## config.mk

```make
export PLATFORM = sky130hd
export DESIGN_NAME = emulador_sensores
export DESIGN_NICKNAME = d
export VERILOG_FILES = /design/src/rtl/emulador_sensores.sv
export SDC_FILE = /design/constraint.sdc
export NUM_CORES = 1
export LEC_CHECK = 0
export CELL_PAD_IN_SITES_DETAIL_PLACEMENT = 1
export CELL_PAD_IN_SITES_GLOBAL_PLACEMENT = 1
export CORE_MARGIN = 2
export CORE_UTILIZATION = 30
export DETAILED_ROUTE_END_ITERATION = 6
export PLACE_DENSITY_LB_ADDON = 0.1
export SLEW_MARGIN = 30
export SYNTH_ARGS = -nofsm -noshare
export SYNTH_HDL_FRONTEND = slang
export SYNTH_SLANG_ARGS = --single-unit
```

## constraint.sdc

```tcl
create_clock -name clk -period 6.2 [get_ports clk]
set_input_delay 1.55 -clock clk [delete_from_list [all_inputs] [get_ports clk]]
set_output_delay 1.55 -clock clk [all_outputs]
set_load 0.005 [all_outputs]
```

## src/rtl/emulador_sensores.sv

```systemverilog
// Scripted stimulus source for the lighting controller: emulates the IR presence
// sensor (long pulse or LFSR-driven burst) and a bouncing push button.
module emulador_sensores #(
  parameter int unsigned PULSO_LONGO   = 10000,
  parameter int unsigned ESPERA_LONGA  = 30001,
  parameter int unsigned ESTAB         = 4,
  parameter int unsigned DUR_MAX       = 30,
  parameter int unsigned INTERV_MAX    = 30000,
  parameter int unsigned N_REPETICOES  = 10,
  parameter int unsigned BOUNCE_CICLOS = 8,
  parameter int unsigned PRESS_CICLOS  = 400,
  parameter logic [15:0] SEMENTE       = 16'hACE1
) (
  input  logic       clk,
  input  logic       rst,
  input  logic       start,
  input  logic [1:0] modo,
  output logic       infravermelho,
  output logic       push_button,
  output logic       busy,
  output logic       done,
  output logic [3:0] contagem
);

  typedef enum logic [2:0] {OCIOSO, PULSO, ESTABILIZA, INTERVALO, BOUNCE, FIRME, FIM} estado_t;

  function automatic int unsigned max2(input int unsigned a, input int unsigned b);
    return (a > b) ? a : b;
  endfunction

  localparam int unsigned DMAX = max2(max2(max2(PULSO_LONGO, ESPERA_LONGA), max2(ESTAB, DUR_MAX)),
                                      max2(max2(INTERV_MAX, BOUNCE_CICLOS), PRESS_CICLOS));
  localparam int CW = $clog2(DMAX) + 1;
  localparam logic [15:0] SEED = (SEMENTE == 16'h0000) ? 16'h0001 : SEMENTE;

  estado_t       state_q, state_d;
  logic [CW-1:0] cnt_q, cnt_d;
  logic [15:0]   lfsr_q, lfsr_d, lfsr_nxt;
  logic [1:0]    modo_q, modo_d;
  logic [3:0]    contagem_q, contagem_d;
  logic          ir_q, ir_d, push_q, push_d, busy_q, busy_d, done_q, done_d;
  logic [CW-1:0] dur_rand, int_rand;
  logic          ultimo;

  // Galois step; the current value is what a draw consumes, then it advances.
  assign lfsr_nxt = {1'b0, lfsr_q[15:1]} ^ (lfsr_q[0] ? 16'hB400 : 16'h0000);
  assign ultimo   = (cnt_q == CW'(1));

  always_comb begin
    dur_rand = CW'(lfsr_q[7:0]) + CW'(1);
    if (lfsr_q[7:0] >= 8'(DUR_MAX - 1)) dur_rand = CW'(DUR_MAX);
    int_rand = CW'(lfsr_q) + CW'(1);
    if (lfsr_q >= 16'(INTERV_MAX - 1)) int_rand = CW'(INTERV_MAX);
  end

  always_ff @(posedge clk) begin
    if (rst) begin
      state_q    <= OCIOSO;
      cnt_q      <= '0;
      lfsr_q     <= SEED;
      modo_q     <= 2'b00;
      contagem_q <= 4'd0;
      ir_q       <= 1'b0;
      push_q     <= 1'b0;
      busy_q     <= 1'b0;
      done_q     <= 1'b0;
    end else begin
      state_q    <= state_d;
      cnt_q      <= cnt_d;
      lfsr_q     <= lfsr_d;
      modo_q     <= modo_d;
      contagem_q <= contagem_d;
      ir_q       <= ir_d;
      push_q     <= push_d;
      busy_q     <= busy_d;
      done_q     <= done_d;
    end
  end

  always_comb begin
    state_d    = state_q;
    cnt_d      = ultimo ? cnt_q : cnt_q - CW'(1);
    lfsr_d     = lfsr_q;
    modo_d     = modo_q;
    contagem_d = contagem_q;
    case (state_q)
      OCIOSO: begin
        cnt_d = cnt_q;
        if (start && modo != 2'b11) begin
          modo_d     = modo;
          contagem_d = 4'd1;
          if (modo == 2'b10) begin
            state_d = BOUNCE;
            cnt_d   = CW'(BOUNCE_CICLOS);
          end else begin
            state_d = PULSO;
            if (modo == 2'b00) cnt_d = CW'(PULSO_LONGO);
            else begin
              cnt_d  = dur_rand;
              lfsr_d = lfsr_nxt;
            end
          end
        end
      end
      PULSO: if (ultimo) begin
        state_d = ESTABILIZA;
        cnt_d   = CW'(ESTAB);
      end
      ESTABILIZA: if (ultimo) begin
        state_d = INTERVALO;
        if (modo_q == 2'b00) cnt_d = CW'(ESPERA_LONGA);
        else begin
          cnt_d  = int_rand;
          lfsr_d = lfsr_nxt;
        end
      end
      INTERVALO: if (ultimo) begin
        if (modo_q == 2'b01 && contagem_q < 4'(N_REPETICOES)) begin
          state_d    = PULSO;
          cnt_d      = dur_rand;
          lfsr_d     = lfsr_nxt;
          contagem_d = contagem_q + 4'd1;
        end else state_d = FIM;
      end
      BOUNCE: if (ultimo) begin
        state_d = FIRME;
        cnt_d   = CW'(PRESS_CICLOS);
      end
      FIRME:   if (ultimo) state_d = FIM;
      FIM:     state_d = OCIOSO;
      default: state_d = OCIOSO;
    endcase
  end

  // Output flops are loaded from the next state so they line up with state_q.
  always_comb begin
    ir_d   = (state_d == PULSO);
    busy_d = (state_d != OCIOSO);
    done_d = (state_d == FIM);
    push_d = (state_d == FIRME);
    if (state_d == BOUNCE) push_d = (state_q == BOUNCE) ? ~push_q : 1'b1;
  end

  assign infravermelho = ir_q;
  assign push_button   = push_q;
  assign busy          = busy_q;
  assign done          = done_q;
  assign contagem      = contagem_q;

endmodule
```

==> reports/qor.yml, run 1 <==
grtUsageTotal_pct: 17.7
path_common_cell: "nand2_1"
slowest_stage: "o2111ai_4"
arrival_ns: 3.73
hold_viol: 0
worst_slew_pin_slew_ns: 0.805
crit_buf_inv: 1
yosysTopAreaCell: "dfxtp_1"
cts.sinks: 45
hold_depth: 1
cts_tree: "built"
grt_use_met1_pct: 24.9
cts_setup_buffers: 0
use_met3_pct: 3.07
met2_usage_pct: 28.0
drtIter0Drc: 105
n_fill_cell: 1209
yosys_warnings: 0
max_stage_delay_ns: 0.53
busiest_layer: "met2"
synth_area_per_cell_um2: 7.95
maxCapViolCount: 0
die_h_um: 104
synthToLayoutAreaGrowth_pct: 9.46
grt_pass1_wl_mm: 15.6
setup_violations: 0
cts_buffers: 5
vias_per_cell: 5.51
min_to: "push_button$_SDFF_PP0_"
layout-drive-gt1-share_pct: 5.77
skew_ns: 0.00602
io_buffers: 12
tns_ns: 0
period_share_pct: 56.8
dp_hpwl_mm: 6.71
start_util_pct: 31.0
yosysTopAreaCellShare_pct: 29.8
root_buffer: "clkbuf_8"
insertion_delay_ns: 0.31
pwr_density_cell_mw_per_mm2: 244
ys.flop_type: "dfxtp_1"
clock_path_buffers: 2
worstPathRequired_ns: 6.41
firstDrtPassIters: 4
worst-path-max-fanout: 25
htree_num_levels: 2
synthArstFlopShare_pct: 0
diodes: 0
relSlewSlack_pct: 46.1
path_delay_family: "compound AO/OA/AOI/OAI gates"
num_vias: 2832
synth_seq_area_share_pct: 29.8
synth_seq_cells: 45
core-area_mm2: 0.00977
r2r-end: "cnt_q[1]$_SDFFE_PP0P_"
min_from: "push_button$_SDFF_PP0_"
postSynthCellCount: 381
drc: 0
drt_wl_total_mm: 9.07
dp_slack_ns: 2.28
fin_hold_ws_ns: 0.442
peakVddDrop_mv: 0.126
worstPathCellList: "clkdlybuf4s50_1 -> nand2_1 -> nand2_1 -> nand2_1 -> o2111ai_4 -> a211o_1"
grt_remaining_overflow: 0
antenna_found_initial: 0
dieWidth_um: 104
hold_class: "reg2reg"
wire_per_inst_um: 17.6
grt_max_degree: 26
fin_crit_ns: 3.52
ctsResizeCount: 0
max_freq_ghz: 0.284
status: "completed"
rsz0062_at_grt: "no"
regToRegSetupSlack_ns: 3.47
rr_startpoint: "lfsr_q[0]$_SDFFE_PP1P_"
start_kind: "input pin"
routabilityCongestion: 0.773
die-area_mm2: 0.0109
layout_setup_ws_ns: 2.68
row_count: 36
crit_path_end_kind: "flip-flop"
synth_nets: 393
yosys-top-cells-area: "dfxtp_1, nor2_1, a21oi_1, xor2_1, nand2_1"
mappedNetlistArea_mm2: 0.00303
rr_worst_depth: 7
clk_pin_slew_ns: 0.09
pin_count: 13
final_max_slew_viol_count: 0
grt_pass1_vias: 2838
nets: 392
power.leakage_uw: 0.00121
path_class: "in2reg"
drtAntennaViolNets: 0
hold_buffers: 0
synth_cell_types: 68
synth_edf_count: 0
## worst max-delay path by stage
stage / slack (ns) / endpoint / cells after the start / start
3_3_place_gp: 2.36 / cnt_q[7]$_SDFFE_PP0P_ / 7 / modo[0]
6_report: 2.68 / lfsr_q[13]$_SDFFE_PP1P_ / 6 / modo[0]
3_5_place_dp: 2.28 / lfsr_q[13]$_SDFFE_PP1P_ / 6 / modo[0]
2_1_floorplan: 3.54 / cnt_q[10]$_SDFFE_PP0P_ / 6 / modo[0]
5_1_grt: 2.48 / lfsr_q[11]$_SDFFE_PP1P_ / 6 / modo[0]
4_1_cts: 2.63 / lfsr_q[0]$_SDFFE_PP1P_ / 6 / modo[0]
## sequential cells by signal, summed over array words and instances (netlist names)
signal / flops
state_q: 3
contagem: 4
modo_q: 2
busy: 1
push_button: 1
done: 1
cnt_q: 16
infravermelho: 1
lfsr_q: 16
## where the power goes
group	total, uW	internal [uW]	switching, uW
sequential	366	316	49.7
clock	187	80.0	107
combinational	255	103	151
## cells in the mapped netlist, drive strengths merged, types with 8 or more instances
master / number
nor3: 20
inv: 14
a211oi: 11
nand2: 27
a211o: 8
clkbuf: 16
xnor2: 10
a21oi: 27
dfxtp: 45
nor2: 52
o21ai: 16
xor2: 12
## cell families (layout without fill, tap and decap cells)
| family | Yosys count | in the layout | share of synthesized area, % |
|---|---|---|---|
| simple gates | 150 | 150 | 26.2 |
| compound gates | 114 | 114 | 27.6 |
| flops | 45 | 45 | 29.8 |
| buf+inv | 36 | 36 | 4.83 |
| xor+xnor | 22 | 22 | 6.36 |
| fa+ha+maj | 7 | 7 | 2.89 |
| mux | 7 | 7 | 2.31 |
## per-layer routing
metal,wire length [um],share of wire [%],vias up
met4,85,0.94,0
met2,4080,45,24
li1,-,-,1412
met1,4660,51,1389
met3,237,2.6,7
met5,0,0,-
## through the flow
step	total power, uW	cell area (um2)	std cells	utilization [%]
2_1_floorplan	556	3030	381	-
3_3_place_gp	627	3230	506	33.1
3_5_place_dp	629	3230	506	33.1
4_1_cts	823	3310	514	33.9
6_report	808	3310	514	33.9
5_1_grt	869	3310	514	33.9
## area by class of cell
class / instances / area [um2] / area share [%]
Clock inverter: 1 / 7.51 / 0.227
Multi-Input combinational cell: 300 / 1980 / 59.9
Timing Repair Buffer: 13 / 123 / 3.70
Sequential cell: 45 / 901 / 27.2
Tap cell: 133 / 166 / 5.02
Clock buffer: 7 / 76.3 / 2.30
Inverter: 15 / 56.3 / 1.70
## cell usage in the layout, fill, tap and decap left out, drive strengths merged, types with 5 or more instances in the layout
| cell type | Yosys | layout |
|---|---|---|
| a211o | 8 | 8 |
| a211oi | 11 | 11 |
| a21oi | 27 | 27 |
| a22oi | 5 | 5 |
| a31oi | 7 | 7 |
| clkbuf | 16 | 7 |
| clkdlybuf4s50 | 0 | 11 |
| dfxtp | 45 | 45 |
| ha | 7 | 7 |
| inv | 14 | 14 |
| mux2i | 7 | 7 |
| nand2 | 27 | 27 |
| nand3 | 7 | 7 |
| nand4 | 6 | 6 |
| nor2 | 52 | 52 |
| nor3 | 20 | 20 |
| nor3b | 5 | 5 |
| nor4 | 5 | 5 |
| o21ai | 16 | 16 |
| or3 | 6 | 6 |
| xnor2 | 10 | 10 |
| xor2 | 12 | 12 |
Power figures use the tool's default switching activity.
==> inputs of run 2 (changes only) <==
==> constraint.sdc (replaced) <==
create_clock -name clk -period 3.58 [get_ports clk]
set_input_delay 0.895 -clock clk [delete_from_list [all_inputs] [get_ports clk]]
set_output_delay 0.895 -clock clk [all_outputs]
set_load 0.005 [all_outputs]
==> run 2 against run 1 <==
Against the previous run:
- combinational power grew 80%
- cell count grew 0.97%
- sequential power grew 73%
- setup slack lost 1.8 ns
==> reports/qor.yml, run 2 (same netlist as run 1, synthesis figures left out) <==
status: "completed"
row_count: 36  # unchanged
start_util_pct: 31.0  # unchanged
die_h_um: 104  # unchanged
fin_cells: 519  # +0.97%
die-area_mm2: 0.0109  # unchanged
cp-endpoint: "cnt_q[1]$_SDFFE_PP0P_"
hold_viol: 0  # unchanged
crit_buf_inv: 1  # unchanged
peakVddDrop_mv: 0.147  # +17%
r2r-end: "cnt_q[1]$_SDFFE_PP0P_"
drt_wl_total_mm: 9.31  # +2.7%
worstPathRequired_ns: 3.78  # -2.63 ns
htree_num_levels: 2  # unchanged
wire_per_inst_um: 17.9  # +1.7%
setup_violations: 0  # unchanged
synthToLayoutAreaGrowth_pct: 11.2
worst-path-max-fanout: 13  # -48%
maxCapViolCount: 0  # unchanged
diodes: 0  # unchanged
max_freq_ghz: 0.372
relSlewSlack_pct: 40.0  # -6.1 points
start_kind: "flip-flop"
grt_max_degree: 26  # unchanged
final_cell_mix: "nor2_1, dfxtp_1, nand2_1"
num_vias: 2872  # +1.4%
drc: 0  # unchanged
firstDrtPassIters: 6  # +2
rr_worst_depth: 6  # -1
insertion_delay_ns: 0.31  # about the same
crit_path_start: "state_q[0]$_SDFF_PP0_"
path_common_cell: "a21oi_1"
hold_class: "reg2reg"
dp_slack_ns: 0.792  # -1.49 ns
cts_tree: "built"
rsz0062_at_grt: "no"
dieWidth_um: 104  # unchanged
cts_buffers: 5  # unchanged
grt_pass1_wl_mm: 15.4  # -1.3%
clock_path_buffers: 2  # unchanged
root_buffer: "clkbuf_8"
placed_cell_area_mm2: 0.00327  # +1.2%
layout-drive-gt1-share_pct: 6.99  # +1.2 points
routabilityCongestion: 0.796  # +3.0%
dp_cells: 511  # +0.99%
fin_hold_ws_ns: 0.444  # +0.00177 ns
nets: 397  # +1.3%
drtIter0Drc: 93  # -11%
clk_pin_slew_ns: 0.09  # about the same
cts_setup_buffers: 0  # unchanged
vias_per_cell: 5.53  # +0.44%
worst_slew_pin_slew_ns: 0.897  # +0.0918 ns
slowest_stage: "nor2_1"
core-area_mm2: 0.00977  # unchanged
regToRegSetupSlack_ns: 0.89  # -2.58 ns
skew_ns: 0.0161  # +0.0101 ns
grtUsageTotal_pct: 17.4  # -0.28 points
grt_remaining_overflow: 0  # unchanged
ctsResizeCount: 0  # unchanged
pin_count: 13  # unchanged
dp_hpwl_mm: 6.95  # +3.6%
drtAntennaViolNets: 0  # unchanged
cts.sinks: 45  # unchanged
power.leakage_uw: 0.00125  # +3.0%
pwr_density_cell_mw_per_mm2: 430  # +76%
crit_path_end_kind: "flip-flop"
arrival_ns: 2.89  # -0.84 ns
tns_ns: 0  # unchanged
hold_buffers: 0  # unchanged
io_buffers: 12  # unchanged
max_stage_delay_ns: 0.73  # +0.20 ns
rr_startpoint: "state_q[0]$_SDFF_PP0_"
n_fill_cell: 1190  # -1.6%
path_class: "reg2reg"
path_delay_family: "simple AND/OR/NAND/NOR gates"
fin_crit_ns: 2.69
layout_commonest_cell: "nor2_1"
final_area_mm2: 0.00337  # +1.5%
period_share_pct: 75.1
worst-path-stages: 6  # unchanged
worstPathCellList: "clkinv_1 -> nand2_1 -> a21oi_1 -> nor2_1 -> a21oi_1 -> a221oi_1"
layout_setup_ws_ns: 0.892  # -1.79 ns
grt_pass1_vias: 2760  # -2.7%
final_max_slew_viol_count: 0  # unchanged
antenna_found_initial: 0  # unchanged
-- run 2: layout make-up --
type	instances	area, um2	share of cell area, %
clock buffers	6	82.6	2.45
flip-flops and latches	45	901	26.8
clock inverters	2	13.8	0.409
multi-input cells	300	1980	58.8
repair buffers	18	165	4.91
well taps	133	166	4.94
inverters	15	56.3	1.67
-- run 2: power by group --
group	switching, uW	internal [uW]
combinational	272	186
clock	196	157
sequential	86.0	548
total	554	891
-- run 2: worst min path at each step --
stage                     cells past startpoint                endpoint  slack (ns)                    from
after detailed placement                      1  push_button$_SDFF_PP0_        0.43  push_button$_SDFF_PP0_
final                                         1  push_button$_SDFF_PP0_        0.44  push_button$_SDFF_PP0_
after global placement                        1  push_button$_SDFF_PP0_        0.43  push_button$_SDFF_PP0_
after floorplan                               1  push_button$_SDFF_PP0_        0.44  push_button$_SDFF_PP0_
after CTS                                     1  push_button$_SDFF_PP0_        0.45  push_button$_SDFF_PP0_
after global routing                          1  push_button$_SDFF_PP0_        0.48  push_button$_SDFF_PP0_
-- run 2: per-layer routing --
layer  global-route usage, %  up-vias  part of all wire, %
met5                       0        -                    0
met4                    3.38        0                 0.90
met3                    3.51        7                  2.5
met2                    27.7       20                   46
met1                    24.4     1420                   51
li1                        -     1425                    -
-- run 2: per-stage QoR --
stage	power, uW	util [%]
after floorplan	964	-
after global placement	1100	33.4
after detailed placement	1100	33.4
after CTS	1460	34.4
after global routing	1540	34.4
final	1450	34.4
-- run 2: worst reg2reg max path, delay by kind of cell, from the launching register on --
kind	cells	cell delay, ns
AND/OR/NAND/NOR	2	0.99
flip-flops	1	0.65
AO/OA/AOI/OAI	3	0.55
buffers and inverters	1	0.39
